<file path="config.mk">
export PLATFORM = sky130hd
export DESIGN_NAME = dcache_ctrl_flat
export DESIGN_NICKNAME = d
export VERILOG_FILES = /design/src/rtl/dcache_ctrl_if.sv /design/src/rtl/dcache_ctrl.sv /design/src/flat_wrapper.sv
export SDC_FILE = /design/constraint.sdc
export NUM_CORES = 1
export LEC_CHECK = 0
export ABC_AREA = 1
export CAP_MARGIN = 0
export CORE_MARGIN = 10
export CORE_UTILIZATION = 40
export CTS_CLUSTER_DIAMETER = 100
export DETAILED_ROUTE_END_ITERATION = 10
export PLACE_DENSITY_LB_ADDON = 0.05
export REMOVE_ABC_BUFFERS = 1
export SLEW_MARGIN = 15
export SYNTH_ARGS = -nofsm -noshare
export SYNTH_HDL_FRONTEND = slang
export SYNTH_SLANG_ARGS = --single-unit
</file>
<file path="constraint.sdc">
create_clock -name clock -period 3.9 [get_ports clock]
set_clock_uncertainty 0.15 [all_clocks]
set_input_delay 0.585 -clock clock [delete_from_list [all_inputs] [get_ports clock]]
set_output_delay 0.585 -clock clock [all_outputs]
set_load 0.05 [all_outputs]
</file>
<file path="src/rtl/dcache_ctrl_if.sv">
// Bus bundle between the controller/backing memory side and the data cache.
// The cache takes the slave view; whoever drives requests and acks takes the master view.
interface dcache_ctrl_if #(
    parameter int NBITS = 8,
    parameter int NCNT  = 8
);
    logic [NBITS-1:0] addr;
    logic [NBITS-1:0] wdata;
    logic             MemRead;
    logic             MemWrite;
    logic [NBITS-1:0] rdata;
    logic             busy;
    logic             mem_req;
    logic             mem_we;
    logic [NBITS-1:0] mem_addr;
    logic [NBITS-1:0] mem_wdata;
    logic             mem_ack;
    logic [NBITS-1:0] mem_rdata;
    logic [NCNT-1:0]  hit_count;
    logic [NCNT-1:0]  miss_count;

    modport master (
        output addr, wdata, MemRead, MemWrite, mem_ack, mem_rdata,
        input  rdata, busy, mem_req, mem_we, mem_addr, mem_wdata, hit_count, miss_count
    );

    modport slave (
        input  addr, wdata, MemRead, MemWrite, mem_ack, mem_rdata,
        output rdata, busy, mem_req, mem_we, mem_addr, mem_wdata, hit_count, miss_count
    );
endinterface

</file>
<file path="src/rtl/dcache_ctrl.sv">
// Direct-mapped, write-through, no-write-allocate data cache in front of a slow
// req/ack backing memory; hits are stall-free, misses and stores stall via busy.
module dcache_ctrl #(
    parameter int NBITS  = 8,
    parameter int NLINES = 8,
    parameter int NCNT   = 8
) (
    input logic          clock,
    input logic          reset,
    dcache_ctrl_if.slave bus
);
    localparam int IW = $clog2(NLINES);
    localparam int TW = NBITS - IW;
    localparam logic [NCNT-1:0] CNT_MAX = '1;

    typedef enum logic [1:0] {IDLE, MISS, WRITE, DONE} state_t;

    state_t state;
    state_t state_next;

    logic [NLINES-1:0] valid;
    logic [TW-1:0]     tags [NLINES];
    logic [NBITS-1:0]  data [NLINES];

    logic [IW-1:0] index;
    logic [TW-1:0] tag;
    logic [IW-1:0] fill_index;
    logic [TW-1:0] fill_tag;
    logic          hit;

    logic store_start;
    logic load_hit;
    logic load_miss;
    logic fill;
    logic write_done;

    assign index      = bus.addr[IW-1:0];
    assign tag        = bus.addr[NBITS-1:IW];
    assign fill_index = bus.mem_addr[IW-1:0];
    assign fill_tag   = bus.mem_addr[NBITS-1:IW];
    assign hit        = valid[index] && (tags[index] == tag);

    assign store_start = (state == IDLE) && bus.MemWrite;
    assign load_hit    = (state == IDLE) && !bus.MemWrite && bus.MemRead && hit;
    assign load_miss   = (state == IDLE) && !bus.MemWrite && bus.MemRead && !hit;
    assign fill        = (state == MISS) && bus.mem_ack;
    assign write_done  = (state == WRITE) && bus.mem_ack;

    always_ff @(posedge clock) begin
        if (reset) begin
            state <= IDLE;
        end else begin
            state <= state_next;
        end
    end

    always_comb begin
        state_next = state;
        case (state)
            IDLE: begin
                if (store_start) begin
                    state_next = WRITE;
                end else if (load_miss) begin
                    state_next = MISS;
                end
            end
            MISS:    if (bus.mem_ack) state_next = DONE;
            WRITE:   if (bus.mem_ack) state_next = DONE;
            DONE:    state_next = IDLE;
            default: state_next = IDLE;
        endcase
    end

    // DONE hands back whatever the array now holds for addr, i.e. the freshly filled byte.
    always_comb begin
        bus.busy  = 1'b0;
        bus.rdata = '0;
        case (state)
            IDLE: begin
                bus.busy = store_start || load_miss;
                if (load_hit) begin
                    bus.rdata = data[index];
                end
            end
            MISS, WRITE: bus.busy = 1'b1;
            DONE:        bus.rdata = data[index];
            default:     bus.busy = 1'b0;
        endcase
    end

    // mem_addr/mem_wdata double as the latched request for the rest of the transaction.
    always_ff @(posedge clock) begin
        if (reset) begin
            valid          <= '0;
            bus.mem_req    <= 1'b0;
            bus.mem_we     <= 1'b0;
            bus.mem_addr   <= '0;
            bus.mem_wdata  <= '0;
            bus.hit_count  <= '0;
            bus.miss_count <= '0;
        end else begin
            if (store_start) begin
                bus.mem_req   <= 1'b1;
                bus.mem_we    <= 1'b1;
                bus.mem_addr  <= bus.addr;
                bus.mem_wdata <= bus.wdata;
            end else if (load_miss) begin
                bus.mem_req  <= 1'b1;
                bus.mem_we   <= 1'b0;
                bus.mem_addr <= bus.addr;
            end else if (fill || write_done) begin
                bus.mem_req <= 1'b0;
            end
            if (fill) begin
                valid[fill_index] <= 1'b1;
            end
            if (load_hit && bus.hit_count != CNT_MAX) begin
                bus.hit_count <= bus.hit_count + NCNT'(1);
            end
            if (load_miss && bus.miss_count != CNT_MAX) begin
                bus.miss_count <= bus.miss_count + NCNT'(1);
            end
        end
    end

    always_ff @(posedge clock) begin
        if (!reset) begin
            if (store_start && hit) begin
                data[index] <= bus.wdata;
            end
            if (fill) begin
                tags[fill_index] <= fill_tag;
                data[fill_index] <= bus.mem_rdata;
            end
        end
    end
endmodule

</file>
<file path="src/flat_wrapper.sv">
// flat-port wrapper written by rule: the top's interface ports become plain ports
module dcache_ctrl_flat 
#(
    parameter int NBITS  = 8,
    parameter int NLINES = 8,
    parameter int NCNT   = 8
)
  (clock, reset, bus_addr, bus_wdata, bus_MemRead, bus_MemWrite, bus_mem_ack, bus_mem_rdata, bus_rdata, bus_busy, bus_mem_req, bus_mem_we, bus_mem_addr, bus_mem_wdata, bus_hit_count, bus_miss_count);
  dcache_ctrl_if #(.NBITS(NBITS), .NCNT(NCNT)) bus_i ();
  input logic clock;
  input logic reset;
  input wire logic [$bits(bus_i.addr)-1:0] bus_addr;
  input wire logic [$bits(bus_i.wdata)-1:0] bus_wdata;
  input wire logic [$bits(bus_i.MemRead)-1:0] bus_MemRead;
  input wire logic [$bits(bus_i.MemWrite)-1:0] bus_MemWrite;
  input wire logic [$bits(bus_i.mem_ack)-1:0] bus_mem_ack;
  input wire logic [$bits(bus_i.mem_rdata)-1:0] bus_mem_rdata;
  output wire logic [$bits(bus_i.rdata)-1:0] bus_rdata;
  output wire logic [$bits(bus_i.busy)-1:0] bus_busy;
  output wire logic [$bits(bus_i.mem_req)-1:0] bus_mem_req;
  output wire logic [$bits(bus_i.mem_we)-1:0] bus_mem_we;
  output wire logic [$bits(bus_i.mem_addr)-1:0] bus_mem_addr;
  output wire logic [$bits(bus_i.mem_wdata)-1:0] bus_mem_wdata;
  output wire logic [$bits(bus_i.hit_count)-1:0] bus_hit_count;
  output wire logic [$bits(bus_i.miss_count)-1:0] bus_miss_count;
  assign bus_i.addr = bus_addr;
  assign bus_i.wdata = bus_wdata;
  assign bus_i.MemRead = bus_MemRead;
  assign bus_i.MemWrite = bus_MemWrite;
  assign bus_i.mem_ack = bus_mem_ack;
  assign bus_i.mem_rdata = bus_mem_rdata;
  assign bus_rdata = bus_i.rdata;
  assign bus_busy = bus_i.busy;
  assign bus_mem_req = bus_i.mem_req;
  assign bus_mem_we = bus_i.mem_we;
  assign bus_mem_addr = bus_i.mem_addr;
  assign bus_mem_wdata = bus_i.mem_wdata;
  assign bus_hit_count = bus_i.hit_count;
  assign bus_miss_count = bus_i.miss_count;
  dcache_ctrl #(.NBITS(NBITS), .NLINES(NLINES), .NCNT(NCNT)) u_core (.clock(clock), .reset(reset), .bus(bus_i));
endmodule
</file>
==> impl_metrics.env <==
export IMPL_synth_avg_cell_area_sq_um=9.56
export IMPL_fin_crit_ns=3.63
export IMPL_tightest_slew_ns=0.797
export IMPL_cp_cell_sequence="clkdlybuf4s50_1, inv_2, nand3_1, nand3_1, nand2_1, nand2_1, nand2_2, nor2_4, inv_2, nor2_8, a21oi_2, buf_4, nor3_1, buf_12"
export IMPL_crit_path_end="bus_rdata[5]"
export IMPL_overflow=0
export IMPL_yosys_top_cells_area="edfxtp_1, dfxtp_1, nand2_1, nor2_1, o21ai_0"
export IMPL_grt_max_degree=33
export IMPL_maxSlewHeadroom_pct=46.7
export IMPL_fp_coreArea_sq_um=16100
export IMPL_areaGrowthSynthToFinish_pct=25.4
export IMPL_synthArstFlopShare_pct=0
export IMPL_startpoint_type="primary input"
export IMPL_min_period_over_period_pct=93.0
export IMPL_cts_root_buf="clkbuf_16"
export IMPL_final_core_util_pct=51.7
export IMPL_rrSetupSlack_ns=1.04
export IMPL_die_h_microns=149
export IMPL_nets=812
export IMPL_cts_tree="done"
export IMPL_drc=0
export IMPL_r2r_cells=7
export IMPL_worstSetupPathType="in2out"
export IMPL_io_buffers=71
export IMPL_grt_setup_unrepaired="no"
export IMPL_max_cap_viol_count=0
export IMPL_cts_sinks=148
export IMPL_peakVddDrop_uv=355
export IMPL_htreeDepth=4
export IMPL_crit_path_max_incr_delay_ns=0.48
export IMPL_setup_tns_ns=0
export IMPL_synth_seq_cells=148
export IMPL_crit_slowest_cell="clkdlybuf4s50_1"
export IMPL_synth_edf_count=104
export IMPL_cp_startpoint="bus_addr[1]"
export IMPL_maxSlewViolCount=0
export IMPL_path_max_fanout=15
export IMPL_hold_violations=0
export IMPL_yosysTopAreaCell="edfxtp_1"
export IMPL_yosys_warnings=0
export IMPL_synth_top_cell_area_share_pct=47.2
export IMPL_synth_seq_area_share_pct=60.5
export IMPL_dieArea_sq_um=22100
export IMPL_die_w_microns=149
export IMPL_dr_pass1_iters=5
export IMPL_drive_gt1_share_pct=10.9
export IMPL_hold_path_class="reg2reg"
export IMPL_power_density_nw_per_um2=544
export IMPL_ctsResizeCount=0
export IMPL_seq_area_sq_um=4000
export IMPL_finalSetupViolations=0
export IMPL_worstReg2RegEnd="u_core.tags[2][0]"
export IMPL_dp_hpwl_microns=11900
export IMPL_clk_latency_ns=0.42
export IMPL_initial_core_util_pct=41.2
export IMPL_cts_setup_buffers=0
export IMPL_numCtsBuffers=17
export IMPL_cts_hold_buf=0
export IMPL_fillers=1484
export IMPL_rows=46
export IMPL_gp_congestion=0.855
export IMPL_ant_nets=0
export IMPL_critPathCaptureType="primary output"
export IMPL_via_per_inst=5.05
export IMPL_routed_wl_microns=17600
export IMPL_antenna_cells=0
export IMPL_grt_pass1_vias=4934
export IMPL_routed_via_count=5076
export IMPL_wl_per_cell_microns=17.5
export IMPL_syn_inst=692
export IMPL_ys_flop_type="edfxtp_1"
export IMPL_synth_distinct_cells=35
export IMPL_cts_buffer_depth=2
export IMPL_cts_clk_slew_worst_paths_ns=0.06
export IMPL_synth_common_cells="nand2_1, nor2_1, edfxtp_1, inv_1, o21ai_0"
export IMPL_synth_area_sq_um=6620
export IMPL_grt_pass1_wl_microns=27600
export IMPL_fmax_mhz=276
export IMPL_cp_arrival_ns=2.89
export IMPL_status="finished clean"
export IMPL_crit_required_ns=3.16
export IMPL_antenna_found_initial=0
export IMPL_io_pins=72
export IMPL_leakagePower_nw=3.22
export IMPL_drt_iter0_markers=346
export IMPL_yosysMostFrequentCell="nand2_1"
export IMPL_r2r_start="u_core.state[1]"
export IMPL_multi_input_area_sq_um=2210
export IMPL_track_usage_pct=16.1
worst max-delay path: cells and delay by family:
family                 cells  cell delay [ns]
AO/OA/AOI/OAI              1             0.05
AND/OR/NAND/NOR            8             1.03
buffers and inverters      5             1.21
layer usage:
| metal | vias up | global-route usage, % | share of wire, % |
|---|---|---|---|
| met4 | 0 | 5.45 | 1.4 |
| met3 | 20 | 4.19 | 5.6 |
| li1 | 2500 | - | - |
| met5 | - | 0 | 0 |
| met1 | 2422 | 21.8 | 48 |
| met2 | 134 | 24.4 | 45 |
cell usage in the layout (no fill, tap or decap), types with 2 or more instances in the layout:
cell type	Yosys	routed
nand4_1	14	14
inv_1	56	56
clkbuf_16	0	17
nand3_4	2	2
dfxtp_1	44	44
o21ai_1	8	8
bufinv_16	0	2
o22ai_1	17	17
nor3_1	5	5
ha_1	6	6
o21ai_0	54	54
clkinv_4	1	2
xnor2_1	6	6
clkinv_2	0	5
xor2_1	6	6
a21oi_1	16	16
o211ai_1	3	3
nand3_1	51	51
nor2_4	3	3
buf_12	0	10
a21oi_2	2	2
nand2_4	3	3
nor2_1	110	110
inv_2	5	5
nand2_1	136	136
clkdlybuf4s50_1	0	61
edfxtp_1	104	104
nand2_2	2	2
nand3_2	3	3
nand3b_1	2	2
clkbuf_1	15	2
buf_4	2	21
clkbuf_8	0	4
flip-flops by register name, summed over array words and instances (netlist names):
signal                 flops
u_core.bus.hit_count       8
u_core.bus.mem_addr        8
u_core.bus.mem_req         1
u_core.bus.mem_wdata       8
u_core.bus.mem_we          1
u_core.bus.miss_count      8
u_core.data               64
u_core.state               2
u_core.tags               40
u_core.valid               8
metrics by stage:
| stage | cell area, sq um | power [mW] | setup WS [ns] | cells | hold slack, ns |
|---|---|---|---|---|---|
| 2_1_floorplan | 6460 | 2.53 | 0.409 | 665 | 0.278 |
| 3_3_place_gp | 7710 | 2.93 | 0.340 | 974 | 0.293 |
| 3_5_place_dp | 7710 | 2.94 | 0.283 | 974 | 0.299 |
| 4_1_cts | 8300 | 4.56 | 0.227 | 1006 | 0.314 |
| 5_1_grt | 8300 | 4.72 | 0.0595 | 1006 | 0.342 |
| 6_report | 8300 | 4.52 | 0.273 | 1006 | 0.315 |
power breakdown:
group          internal [mW]  switching [mW]
logic                  0.302           0.688
clock network           1.00           0.611
registers               1.82          0.0882
total                   3.13            1.39
worst min-delay path by stage:
stage / to / slack, ns / from / cells past startpoint
3_5_place_dp: u_core.valid[0] / 0.30 / u_core.valid[0] / 2
5_1_grt: u_core.valid[0] / 0.34 / u_core.valid[0] / 2
2_1_floorplan: u_core.valid[1] / 0.28 / u_core.valid[1] / 2
3_3_place_gp: u_core.valid[3] / 0.29 / u_core.valid[3] / 2
6_report: u_core.valid[0] / 0.31 / u_core.valid[0] / 2
4_1_cts: u_core.valid[0] / 0.31 / u_core.valid[0] / 2
logic make-up (layout without fill, tap and decap cells):
logic type,count (synthesis),count (layout),share of synthesized area [%]
fa+ha+maj,6,6,1.13
simple gates,333,333,22.3
xor+xnor,12,12,1.59
buf+inv,91,189,6.09
compound gates,102,102,8.36
flops,148,148,60.5
layout make-up:
cell class	count	share of cell area, %
inverters	64	3.02
clock inverters	9	1.22
flip-flops and latches	148	48.3
repair buffers	93	11.7
clock buffers	23	5.88
well taps	216	3.26
multi-input cells	453	26.6
Note: power is estimated with default switching activity, not from simulation.
